## src/rtl/fsm_seq_ctrl.sv

```systemverilog
// fsm_seq_ctrl: records a stimulus symbol sequence and replays it into a controlled 3-bit FSM, then checks its final state
module fsm_seq_ctrl #(
  parameter int DEPTH = 16
) (
  input  logic       clk,
  input  logic       reset,
  input  logic       wr_en,
  input  logic [1:0] wr_sym,
  input  logic       clr,
  input  logic       start,
  input  logic [2:0] exp_st,
  input  logic [2:0] fsm_st,
  output logic [1:0] a_out,
  output logic       fsm_rst_n,
  output logic       busy,
  output logic       done,
  output logic       match,
  output logic [5:0] count,
  output logic       full,
  output logic       wr_err
);
  localparam int AW = $clog2(DEPTH);
  typedef enum logic [1:0] {IDLE, CLR, RUN, CHECK} state_t;
  state_t state, next;
  logic [1:0] mem [DEPTH];
  logic [5:0] rd_idx;
  logic idle, wr_ok;
  assign idle  = state == IDLE;
  assign full  = count == 6'(DEPTH);
  assign wr_ok = idle & wr_en & ~clr & ~start & ~full;
  // state register
  always_ff @(posedge clk or posedge reset)
    if (reset) state <= IDLE;
    else state <= next;
  // next state: a run is CLR, then count RUN cycles, then a single CHECK
  always_comb
    next = state == IDLE ? (start ? CLR : IDLE) :
           state == CLR  ? (count != 6'd0 ? RUN : CHECK) :
           state == RUN  ? (rd_idx + 6'd1 == count ? CHECK : RUN) : IDLE;
  // state-decoded outputs; a_out is only non-zero while replaying
  always_comb begin
    busy  = ~idle;
    done  = state == CHECK;
    a_out = state == RUN ? mem[rd_idx[AW-1:0]] : 2'b00;
  end
  // control registers: controlled-FSM reset, read index, count, compare result, sticky write error
  always_ff @(posedge clk or posedge reset)
    if (reset) begin
      fsm_rst_n <= 1'b0;
      rd_idx    <= '0;
      count     <= '0;
      match     <= 1'b0;
      wr_err    <= 1'b0;
    end else begin
      fsm_rst_n <= next != CLR;
      rd_idx    <= state == RUN ? rd_idx + 6'd1 : 6'd0;
      if (idle && clr) begin
        count  <= '0;
        match  <= 1'b0;
        wr_err <= 1'b0;
      end else begin
        if (wr_ok) count <= count + 6'd1;
        if (wr_en && !wr_ok) wr_err <= 1'b1;
        if (done) match <= fsm_st == exp_st;
      end
    end
  // symbol storage, appended in write order
  always_ff @(posedge clk)
    if (wr_ok) mem[count[AW-1:0]] <= wr_sym;
endmodule

```

## config.mk

```make
export PLATFORM = sky130hd
export DESIGN_NAME = fsm_seq_ctrl
export DESIGN_NICKNAME = d
export VERILOG_FILES = /design/src/rtl/fsm_seq_ctrl.sv
export SDC_FILE = /design/constraint.sdc
export NUM_CORES = 1
export LEC_CHECK = 0
export ABC_CLOCK_PERIOD_IN_PS = 2100
export CAP_MARGIN = 20
export CORE_MARGIN = 1.5
export CORE_UTILIZATION = 47
export CTS_CLUSTER_SIZE = 12
export DETAILED_ROUTE_END_ITERATION = 12
export PLACE_DENSITY = 0.71
export SYNTH_ARGS = -nofsm -noshare
export SYNTH_HDL_FRONTEND = slang
export SYNTH_SLANG_ARGS = --single-unit
```

## constraint.sdc

```tcl
create_clock -name clk -period 2.1 [get_ports clk]
set_input_delay 0.525 -clock clk [delete_from_list [all_inputs] [get_ports clk]]
set_output_delay 0.525 -clock clk [all_outputs]
set_load 0.01 [all_outputs]
```

---- Word-level counts from Yosys, hierarchy flattened ----
Memories as Yosys holds them, arrays and structs flattened.
Cells that the tools add are included.
word-level totals
  flip-flop bits (word level) ............. 17
  bits in latches ......................... 0
  bits in writable memories ............... 32
  memory bits (read-only) ................. 0
  output and inout port bits .............. 14
  logic and storage cells ................. 48
  memories ................................ 1
memories
  name  depth  width  rd ports  clocked after memory_dff  write ports  line  text
  mem   16     2      1         0                         1            25    logic [1:0] mem [DEPTH];
operators by class
  $add $sub $neg .......................... 2
  multiply operators ...................... 0
  div/mod/pow operators ................... 0
  magnitude comparators ................... 0
  equality and inequality tests ........... 7
  shift-type cells ........................ 0
  multiplexer cells ....................... 16
  bitwise logic cells ..................... 8
  reduce and logical (&&, ||, !) cells .... 8
operators by type and width
  operator               count
  $mux W6                3
  $add A6 B1 Y6 const B  2
  $mux W1                9
  $mux W2                4
  $eq A6 B5 Y1 const B   1
  $eq A6 B6 Y1           1
  $reduce_bool A2 Y1     3
  $reduce_bool A6 Y1     1
  $and A1 B1 Y1          4
  $eq A2 B2 Y1 const B   2
  $not A1 Y1             4
  $eq A3 B3 Y1           1
  $eq A2 B1 Y1 const B   1
  $logic_and A1 B1 Y1    2
  $logic_not A2 Y1       1
  $ne A2 B1 Y1 const B   1
  $logic_not A1 Y1       1

---- Logic depth before layout (Yosys ltp) ----
Gate-level depths: netlist of the first run.
  depth after elaboration ................. 9
  mapped depth ............................ 6
  mapped depth without buffers ............ 6

---- Worst setup path after synthesis of the first run ----
Ideal clock, no wire load.
  path kind ............................... register -> register
  start point ............................. register count[0]
  end point ............................... memory mem[0][0], enable pin
  arrival ................................. 1.700 ns
  slack ................................... 0.072 ns
  stages on the path, launching flop included .. 7
  path buffers ............................ 0
  period minus slack after synthesis ...... 2.028 ns
  cell sequence ........................... dfrtp_1 -> inv_1 -> ha_1 -> nor4b_2 -> a21oi_1 -> nand2_1 -> nor3_1
between the ends
  longest elaborated chain between the ends .. 5
ends and longest elaborated chain
  item                           line  text
  start: declaration             18    output logic [5:0] count,
  start signal: assignment       62    if (wr_ok) count <= count + 6'd1;
  $eq A6 B5 Y1                   29    assign full = count == 6'(DEPTH);
  $not A1 Y1                     30    assign wr_ok = idle & wr_en & ~clr & ~start & ~full;
  $and A1 B1 Y1                  30
  $mux W1                        69    if (wr_ok) mem[count[AW-1:0]] <= wr_sym;
  $mux W1 (implied by the code)  69
  end: declaration               25
Parallel ways exist; a longest one is shown, timed or not.

---- Worst setup path after layout of the first run ----
  start point ............................. register rd_idx[0]
  end point ............................... output port a_out[0]
between the ends
  longest elaborated chain between the ends .. 2
ends and longest elaborated chain
  item                      line  text
  start: declaration        26    logic [5:0] rd_idx;
  start signal: assignment  56    rd_idx <= state == RUN ? rd_idx + 6'd1 : 6'd0;
  $mem_v2 Z16 W2            n/a
  $mux W2                   44    a_out = state == RUN ? mem[rd_idx[AW-1:0]] : 2'b00;
  end: declaration          13    output logic [1:0] a_out,
Every way passes these cells.

==> flow_metrics.tcl, run 1 <==
set metrics [dict create \
    outcome "finished with violations" \
    failed_checks "negative setup slack" \
    grt_max_degree 18 \
    synth_fa_ha_area_frac 0.0456 \
    syn_area_um2 2470 \
    cts_buffers 5 \
    root_buffer "clkbuf_8" \
    port_buffers 26 \
    power.internal_mw 2.07 \
    syn_avg_cell_area_um2 13.7 \
    crit_type "flop to output pin" \
    finalHoldViolations 0 \
    p_leak_nw 1.24 \
    yosys_register_bits 49 \
    nNetsFinal 261 \
    yosys.area_share.simple 0.136 \
    tns_ps -487 \
    start_util 0.486 \
    drc 0 \
    postCtsHoldBufs 0 \
    finalCriticalPeriod_ps 2310 \
    synth_compound_area_frac 0.0603 \
    routed_wl_um 5660 \
    post_drt_via_cell_ratio 5.34 \
    num_rows 26 \
    cts_tree "yes" \
    die_h_um 75.5 \
    clock_sinks 49 \
    hold_ws_ps 511 \
    switching_share 0.305 \
    r2r_slack_ps -70 \
    max_freq_ghz 0.434 \
    cts_buffer_depth 2 \
    ctsHtreeMaxLevel 2 \
    dp_hpwl_um 4140 \
    io_pins 27 \
    drive_gt1_frac 0.304 \
    required_ps 1570 \
    grt.overflow.total 0 \
    cts.clk_slew.worst_paths_ps 90 \
    clock_power_share 0.176 \
    timing.rr.end "fsm_rst_n$_DFF_PP0_" \
    synth_xor_area_frac 0.0725 \
    grt_pass1_vias 1684 \
    drt_pass1_iterations 4 \
    wl_per_cell_um 18.3 \
    layout_setup_ws_ps -206 \
    r2r_cells 7 \
    die_x_um 75.5 \
    globalRouteTotalUtil 0.217 \
    p_sw_mw 0.906 \
    yosysWarningCount 0 \
    diodes 0 \
    ys_seq_area_frac 0.562 \
    area_growth_pct 29.5 \
    p_comb_frac 0.434 \
    core_area_um2 5070 \
    muxShareOfSynthArea 0.0862 \
    rsz0062_at_grt "yes" \
    dp_slack_ps -334 \
    cp-start-kind "flop" \
    cp-end-kind "output pin" \
    skew_ps 9.70 \
    setup_viol 4 \
    p_seq_frac 0.390 \
    hold_path_class "flop to flop" \
    drt_iter0_markers 128 \
    synth_top_family_by_area "simple AND/OR/NAND/NOR gates" \
    gp_congestion 0.756 \
    detail-route-antenna-nets 0 \
    insertion_delay_ps 300 \
    worst_pin_slew_ps 728 \
    synth_cells 180 \
    hold_depth 2 \
    synth_cell_type_count 41 \
    min_from "wr_err$_DFFE_PP0P_" \
    final_max_slew_viol_count 0 \
    hold_end "wr_err$_DFFE_PP0P_" \
    cp.arrival_ps 1780 \
    rr_startpoint "rd_idx[0]$_DFF_PP0_" \
    crit_fanout 4 \
    ir_drop_mv 0.462 \
    max_slew_margin 0.514 \
    grt_pass1_wl_um 8740 \
    period_share 1.10 \
    grt_antenna_before_repair 0 \
    dieArea_um2 5690 \
    final_util 0.629 \
    cap_violations 0 \
    vias 1654 \
    powerDensity_nw_per_um2 931 \
    synth_fp_nets 202 \
    fillers 399 \
]
placed cells by master (no fill, tap or decap), drive strengths merged, types with 2 or more instances in the layout:
cell type       n
o21ai           2
dfrtp          17
edfxtp         32
and2            6
a21boi          3
xor2            5
clkdlybuf4s50  20
dlygate4sd2     2
xnor2          12
a21oi           5
nand3           3
or4b            2
inv             8
a22oi           4
ha              9
buf            36
mux4            8
a2111oi         2
nand4           2
nor3            4
clkbuf          8
nand2b          3
nor2           22
nand2           6
nor2b           5
final cells by class:
class                           instances  area [um^2]  area share
Clock inverter                          1         5.00     0.00157
Multi-Input combinational cell        115         1060       0.333
Timing Repair Buffer                   60          543       0.170
Inverter                                8         30.0     0.00940
Tap cell                               70         87.6      0.0274
Clock buffer                            7         76.3      0.0239
Sequential cell                        49         1390       0.434
cells by family after synthesis:
family	Yosys count
and+or+nand+nor	59
DFF	49
muxes	9
buffers and inverters	16
adders and majority gates	9
xor gates and xnor gates	18
AOI/OAI and AO/OA	20
how the worst max path moves through the flow:
stage	slack, ps	cells after the start	end	start
finish	-210	5	a_out[0]	rd_idx[0]$_DFF_PP0_
global route	-270	5	a_out[0]	rd_idx[0]$_DFF_PP0_
CTS	-240	5	a_out[1]	rd_idx[0]$_DFF_PP0_
detailed placement	-330	5	a_out[1]	rd_idx[0]$_DFF_PP0_
global placement	-220	5	a_out[1]	rd_idx[0]$_DFF_PP0_
floorplan	70	6	mem[0][0]$_DFFE_PP_	count[0]$_DFFE_PP0P_
timing repair:
item / in CTS / in global routing
buffers inserted: 2 / 5
endpoints found under the hold margin: 0 / 0
gates cloned: 1 / 0
setup endpoints to repair: 5 / 14
pin swaps: 4 / 7
resized for setup: 38 / 9
critical path: stages (launching register included):
cell       delay [ps]
dfrtp_2           420
clkbuf_16         160
mux4_2            510
a22oi_2           170
a21boi_1           80
buf_2             140
metal layers:
| layer | track usage | routed length, um | up-vias |
|---|---|---|---|
| li1 | - | - | 770 |
| met1 | 0.272 | 2430 | 829 |
| met2 | 0.374 | 2870 | 42 |
| met3 | 0.0503 | 249 | 13 |
| met4 | 0.0655 | 115 | 0 |
| met5 | 0 | 0 | - |
registers in the layout, summed over array words and instances (netlist names):
name       cells
mem           32
count          6
rd_idx         6
state          2
fsm_rst_n      1
match          1
wr_err         1
synth_stat cells (all sizes together):
cell type	n	area share
and2	6	0.015
and4	1	0.0036
a211o	1	0.0036
or4b	2	0.0081
nand2b	3	0.0076
xnor2	12	0.043
dfrtp	17	0.17
edfxtp	32	0.39
o21ai	2	0.0041
a21oi	5	0.010
a211oi	1	0.0030
nand2	6	0.0091
nand4bb	1	0.0046
o211ai	1	0.0051
o31a	1	0.0036
nor2	22	0.033
nor4	1	0.0025
mux2i	1	0.0041
nor2b	5	0.013
xor2	5	0.021
nand3	3	0.011
nand4	2	0.0051
buf	7	0.024
or3	1	0.0046
mux4	8	0.082
nor3	4	0.0081
inv	8	0.012
clkbuf	1	0.0015
nor4bb	1	0.0041
ha	9	0.046
a2111oi	2	0.0096
nor4b	1	0.0061
xnor3	1	0.0091
a21boi	3	0.0091
a22oi	4	0.012
power by group through the flow:
stage               logic, mW  registers (mW)  clock network, mW
floorplan               0.567            1.19                  0
CTS                      1.21            1.16              0.537
detailed placement       1.06            1.17                  0
global route             1.39            1.17              0.565
finish                   1.29            1.16              0.524
global placement        0.996            1.17                  0
stage by stage:
step           power (mW)  cells  instance area, um^2
6_report             2.97    310                 3190
5_1_grt              3.12    310                 3190
4_1_cts              2.91    306                 3140
3_5_place_dp         2.23    295                 2980
3_3_place_gp         2.16    295                 2980
2_1_floorplan        1.76    180                 2470
No activity file was read; power rests on OpenSTA's default activity.
==> run 2: changes to the inputs <==
- CTS_BUF_LIST: unset -> sky130_fd_sc_hd__clkbuf_8 sky130_fd_sc_hd__clkbuf_16
==> flow_metrics.tcl, run 2 (synthesis results as in run 1) <==
set metrics [dict create \
    drc 0 \
    grt.overflow.total 0 \
    start_util 0.486 \
    failed_checks "negative setup slack" \
    dp_slack_ps -334 \
    powerDensity_nw_per_um2 929 \
    port_buffers 26 \
    detail-route-antenna-nets 0 \
    dp_cells 295 \
    globalRouteTotalUtil 0.217 \
    vias 1658 \
    period_share 1.10 \
    cts_tree "yes" \
    final_cells 310 \
    gp_congestion 0.756 \
    required_ps 1570 \
    fillers 399 \
    post_drt_via_cell_ratio 5.35 \
    max_slew_margin 0.515 \
    worst_pin_slew_ps 727 \
    cts_buffer_depth 2 \
    p_sw_mw 0.909 \
    drive_gt1_frac 0.304 \
    cp.arrival_ps 1790 \
    num_rows 26 \
    layout_setup_ws_ps -210 \
    clock_sinks 49 \
    largest_reg_flops 32 \
    diodes 0 \
    final_max_slew_viol_count 0 \
    clock_power_share 0.174 \
    drt_pass1_iterations 4 \
    finalHoldViolations 0 \
    cpPeakStageDelay_ps 510 \
    r2r_slack_ps -70 \
    die_x_um 75.5 \
    io_pins 27 \
    drt_iter0_markers 128 \
    cap_violations 0 \
    dieArea_um2 5690 \
    setup_viol 4 \
    fin_area_um2 3190 \
    crit_type "flop to output pin" \
    grt_antenna_before_repair 0 \
    area_growth_pct 29.5 \
    rsz0062_at_grt "yes" \
    grt_max_degree 18 \
    cts_buffers 5 \
    outcome "finished with violations" \
    final_common_cell "edfxtp_1" \
    die_h_um 75.5 \
    switching_share 0.306 \
    tns_ps -498 \
    dp_hpwl_um 4140 \
    cp-end-kind "output pin" \
    cpMaxStageDelayCell "mux4_2" \
    grt_pass1_vias 1684 \
    root_buffer "clkbuf_8" \
    routed_wl_um 5680 \
    insertion_delay_ps 300 \
    cts.clk_slew.worst_paths_ps 90 \
    p_comb_frac 0.435 \
    wl_per_cell_um 18.3 \
    ir_drop_mv 0.461 \
    cp-start-kind "flop" \
    placed_cell_area_um2 2980 \
    hold_ws_ps 511 \
    nNetsFinal 261 \
    ctsHtreeMaxLevel 2 \
    finalCriticalPeriod_ps 2310 \
    p_seq_frac 0.391 \
    hold_path_class "flop to flop" \
    crit_fanout 4 \
    layout_common_cells "edfxtp_1 (32), buf_4 (31), nor2_1 (22)" \
    p_leak_nw 1.25 \
    max_freq_ghz 0.433 \
    skew_ps 9.82 \
    power.internal_mw 2.06 \
    core_area_um2 5070 \
    grt_pass1_wl_um 8740 \
    crit_chain "clkbuf_16 > mux4_2 > a22oi_2 > a21boi_1 > buf_2" \
]
run 2: metal layers:
| layer | vias up | share of wire | GRT usage |
|---|---|---|---|
| li1 | 769 | - | - |
| met1 | 830 | 0.43 | 0.272 |
| met2 | 45 | 0.51 | 0.374 |
| met3 | 14 | 0.039 | 0.0503 |
| met4 | 0 | 0.022 | 0.0655 |
| met5 | - | 0 | 0 |
run 2: area by class of cell:
class / count / area, um^2 / share of cell area
flip-flops and latches: 49 / 1390 / 0.434
multi-input cells: 115 / 1060 / 0.333
repair buffers: 60 / 543 / 0.170
well taps: 70 / 87.6 / 0.0274
clock buffers: 5 / 68.8 / 0.0215
inverters: 8 / 30.0 / 0.00940
clock inverters: 3 / 12.5 / 0.00392
run 2: worst paths after layout:
| path | from | endpoint | cells past startpoint |
|---|---|---|---|
| worst max-delay path | rd_idx[0]$_DFF_PP0_ | a_out[0] | 5 |
| worst min-delay path | wr_err$_DFFE_PP0P_ | wr_err$_DFFE_PP0P_ | 2 |
| worst max register to register | rd_idx[0]$_DFF_PP0_ | fsm_rst_n$_DFF_PP0_ | 7 |
| worst min register to register | wr_err$_DFFE_PP0P_ | wr_err$_DFFE_PP0P_ | 2 |
| max in group asynchronous | reset | rd_idx[0]$_DFF_PP0_ | 2 |
| min in group asynchronous | reset | rd_idx[4]$_DFF_PP0_ | 2 |
run 2: critical path, delay by kind of cell, from the launching register on:
| kind | cells | cell delay [ps] |
|---|---|---|
| AO/OA/AOI/OAI | 2 | 250 |
| flip-flops | 1 | 430 |
| buffers and inverters | 2 | 300 |
| multiplexers | 1 | 510 |
run 2: power by group through the flow:
stage / clock (mW) / combinational (mW) / sequential, mW
2_1_floorplan: 0 / 0.567 / 1.19
6_report: 0.516 / 1.29 / 1.16
5_1_grt: 0.557 / 1.39 / 1.17
3_5_place_dp: 0 / 1.06 / 1.17
4_1_cts: 0.528 / 1.21 / 1.16
3_3_place_gp: 0 / 0.996 / 1.17
run 2: per-stage QoR:
stage	util	power, mW
floorplan	-	1.76
global placement	0.587	2.16
detailed placement	0.587	2.23
CTS	0.618	2.90
global route	0.629	3.12
finish	0.629	2.97
run 2: repair_timing:
action | 4_1_cts | 5_1_grt
setup buffers | 2 | 5
hold buffers | 0 | 0
setup endpoints to repair | 5 | 14
resized for setup | 38 | 9
pin swaps | 4 | 7
cloned | 1 | 0
==> run 3: changes to the inputs <==
- ABC_AREA: unset -> 1
==> flow_metrics.tcl, run 3 <==
set metrics [dict create \
    wl_per_cell_um 14.9 \
    highest_layer "met4" \
    powerDensity_nw_per_um2 975 \
    hold_depth 2 \
    grt_pass1_vias 1869 \
    skew_ps 5.61 \
    drt_iter0_markers 183 \
    crit_fanout 6 \
    detail-route-antenna-nets 0 \
    gp_congestion 0.934 \
    finalHoldViolations 0 \
    r2r_cells 10 \
    p_total_mw 3.10 \
    cp-start-kind "flop" \
    ys.flop_type "edfxtp_1" \
    power.internal_mw 1.96 \
    finalCriticalPeriod_ps 2150 \
    max_slew_margin 0.594 \
    cp.arrival_ps 1630 \
    synthTopCellsByCount "nor2_1 (49), nand2_1 (39), edfxtp_1 (32), inv_1 (30), nand3_1 (21)" \
    tns_ps -102 \
    setup_viol 2 \
    p_comb_frac 0.433 \
    fillers 451 \
    grt_antenna_before_repair 0 \
    insertion_delay_ps 300 \
    wl_met3_um 246 \
    switching_share 0.367 \
    synth_cells 265 \
    final_common_cell "nand2_1" \
    synth_top_cell_area_share 0.389 \
    synth_cell_type_count 25 \
    clock_power_share 0.182 \
    yosysMostFrequentCell "nor2_1" \
    vias 2052 \
    drc 0 \
    routed_wl_um 5840 \
    drt_pass1_iterations 5 \
    ir_drop_mv 0.556 \
    num_rows 26 \
    layout_setup_ws_ps -51.9 \
    io_pins 27 \
    start_util 0.487 \
    p_leak_nw 1.32 \
    root_buffer "clkbuf_8" \
    dieArea_um2 5700 \
    cp.buffers_inverters 2 \
    cpPeakStageDelay_ps 500 \
    core_area_um2 5070 \
    syn_avg_cell_area_um2 9.32 \
    worst-path-stages 7 \
    ctsHtreeMaxLevel 2 \
    port_buffers 26 \
    nNetsFinal 344 \
    synth_edf_count 32 \
    p_sw_mw 1.14 \
    ys_seq_area_frac 0.561 \
    yosys-top-cells-area "edfxtp_1 (39%), dfrtp_1 (17%), nor2_1 (7.4%)" \
    area_growth_pct 28.9 \
    ys_async_sr_fraction 0.347 \
    drive_gt1_frac 0.232 \
    postCtsHoldBufs 0 \
    diodes 0 \
    post_drt_via_cell_ratio 5.22 \
    max_freq_ghz 0.465 \
    required_ps 1570 \
    cts.clk_slew.worst_paths_ps 90 \
    wl_met2_um 2800 \
    cts_buffer_depth 2 \
    hold_path_class "flop to flop" \
    synth_fp_nets 287 \
    clock_sinks 49 \
    grt_max_degree 18 \
    largest_reg_flops 32 \
    hold_ws_ps 510 \
    cts_tree "yes" \
    worst_pin_slew_ps 607 \
    yosys_register_bits 49 \
    grt.overflow.total 0 \
    cpMaxStageDelayCell "dfrtp_2" \
    syn_area_um2 2470 \
    period_share 1.02 \
    crit_type "flop to output pin" \
    p_seq_frac 0.385 \
    grt_pass1_wl_um 9270 \
    layout_common_cells "nand2_1 (38), nor2_1 (37), edfxtp_1 (32)" \
    path_delay_family "flip-flops" \
    die_h_um 75.5 \
    cap_violations 0 \
    final_cells 393 \
    final_max_slew_viol_count 0 \
    yosys.area.top_type "edfxtp_1" \
    yosysWarningCount 0 \
    outcome "finished with violations" \
    crit_chain "buf_4 > nor2_1 > o21ai_1 > o211ai_1 > nand3_1 > a21oi_2 > buf_2" \
    met1Wirelength_um 2730 \
    cts_buffers 5 \
    dp_hpwl_um 4130 \
    dp_cells 381 \
    rsz0062_at_grt "yes" \
    failed_checks "negative setup slack" \
    cp-end-kind "output pin" \
    globalRouteTotalUtil 0.220 \
    die_x_um 75.5 \
]
==> run 3: per-stage QoR <==
stage,util,worst slack (ps),area (um^2)
floorplan,-,376,2470
global placement,0.587,-171,2980
detailed placement,0.587,-212,2980
CTS,0.609,-0.519,3090
global route,0.627,-137,3180
finish,0.627,-51.9,3180
==> run 3: cells by family after synthesis <==
group                      share of synthesized area
and+or+nand+nor                                0.224
DFF                                            0.561
AOI/OAI and AO/OA                             0.0892
buffers and inverters                         0.0654
adders and majority gates                     0.0456
xor gates and xnor gates                      0.0142
==> run 3: area by class of cell <==
class,instances,area [um^2],share of cell area
clock buffer,5,68.8,0.0216
clock inverter,3,21.3,0.00668
inverter,35,146,0.0460
multi-input combinational,176,986,0.310
sequential,49,1390,0.436
tap,70,87.6,0.0275
timing repair buffer,54,477,0.150
timing repair inverter,1,8.76,0.00275
==> run 3: per-layer routing <==
layer,GRT usage,up-vias
met5,0,-
met4,0.0556,0
met3,0.0450,6
met2,0.329,54
met1,0.330,997
li1,-,995
==> run 3: power by group through the flow <==
stage | Sequential (mW) | Clock [mW] | Combinational (mW)
2_1_floorplan | 1.22 | 0 | 0.645
3_3_place_gp | 1.19 | 0 | 1.17
3_5_place_dp | 1.20 | 0 | 1.19
4_1_cts | 1.18 | 0.572 | 1.24
5_1_grt | 1.21 | 0.605 | 1.48
6_report | 1.20 | 0.566 | 1.34
==> run 3: worst min-delay path, delay by kind of cell (launching register included) <==
kind               cells  cell delay [ps]
DFF                    1              350
AOI/OAI and AO/OA      1               70
and+or+nand+nor        1               60
==> run 3: worst paths after layout <==
check,from,endpoint,slack [ps]
min in group asynchronous,reset,state[0]$_DFF_PP0_,530
max,rd_idx[1]$_DFF_PP0_,a_out[1],-50
min,wr_err$_DFFE_PP0P_,wr_err$_DFFE_PP0P_,510
min reg2reg,wr_err$_DFFE_PP0P_,wr_err$_DFFE_PP0P_,510
max in group asynchronous,reset,rd_idx[1]$_DFF_PP0_,1360
max reg2reg,state[0]$_DFF_PP0_,mem[11][0]$_DFFE_PP_,160
==> run 3: repair_timing <==
action / 4_1_cts / 5_1_grt
endpoints found under the setup margin: 4 / 15
buffers inserted: 2 / 0
cloned: 0 / 2
gates resized for setup: 25 / 29
hold endpoints to repair: 0 / 0
pin swaps: 3 / 7
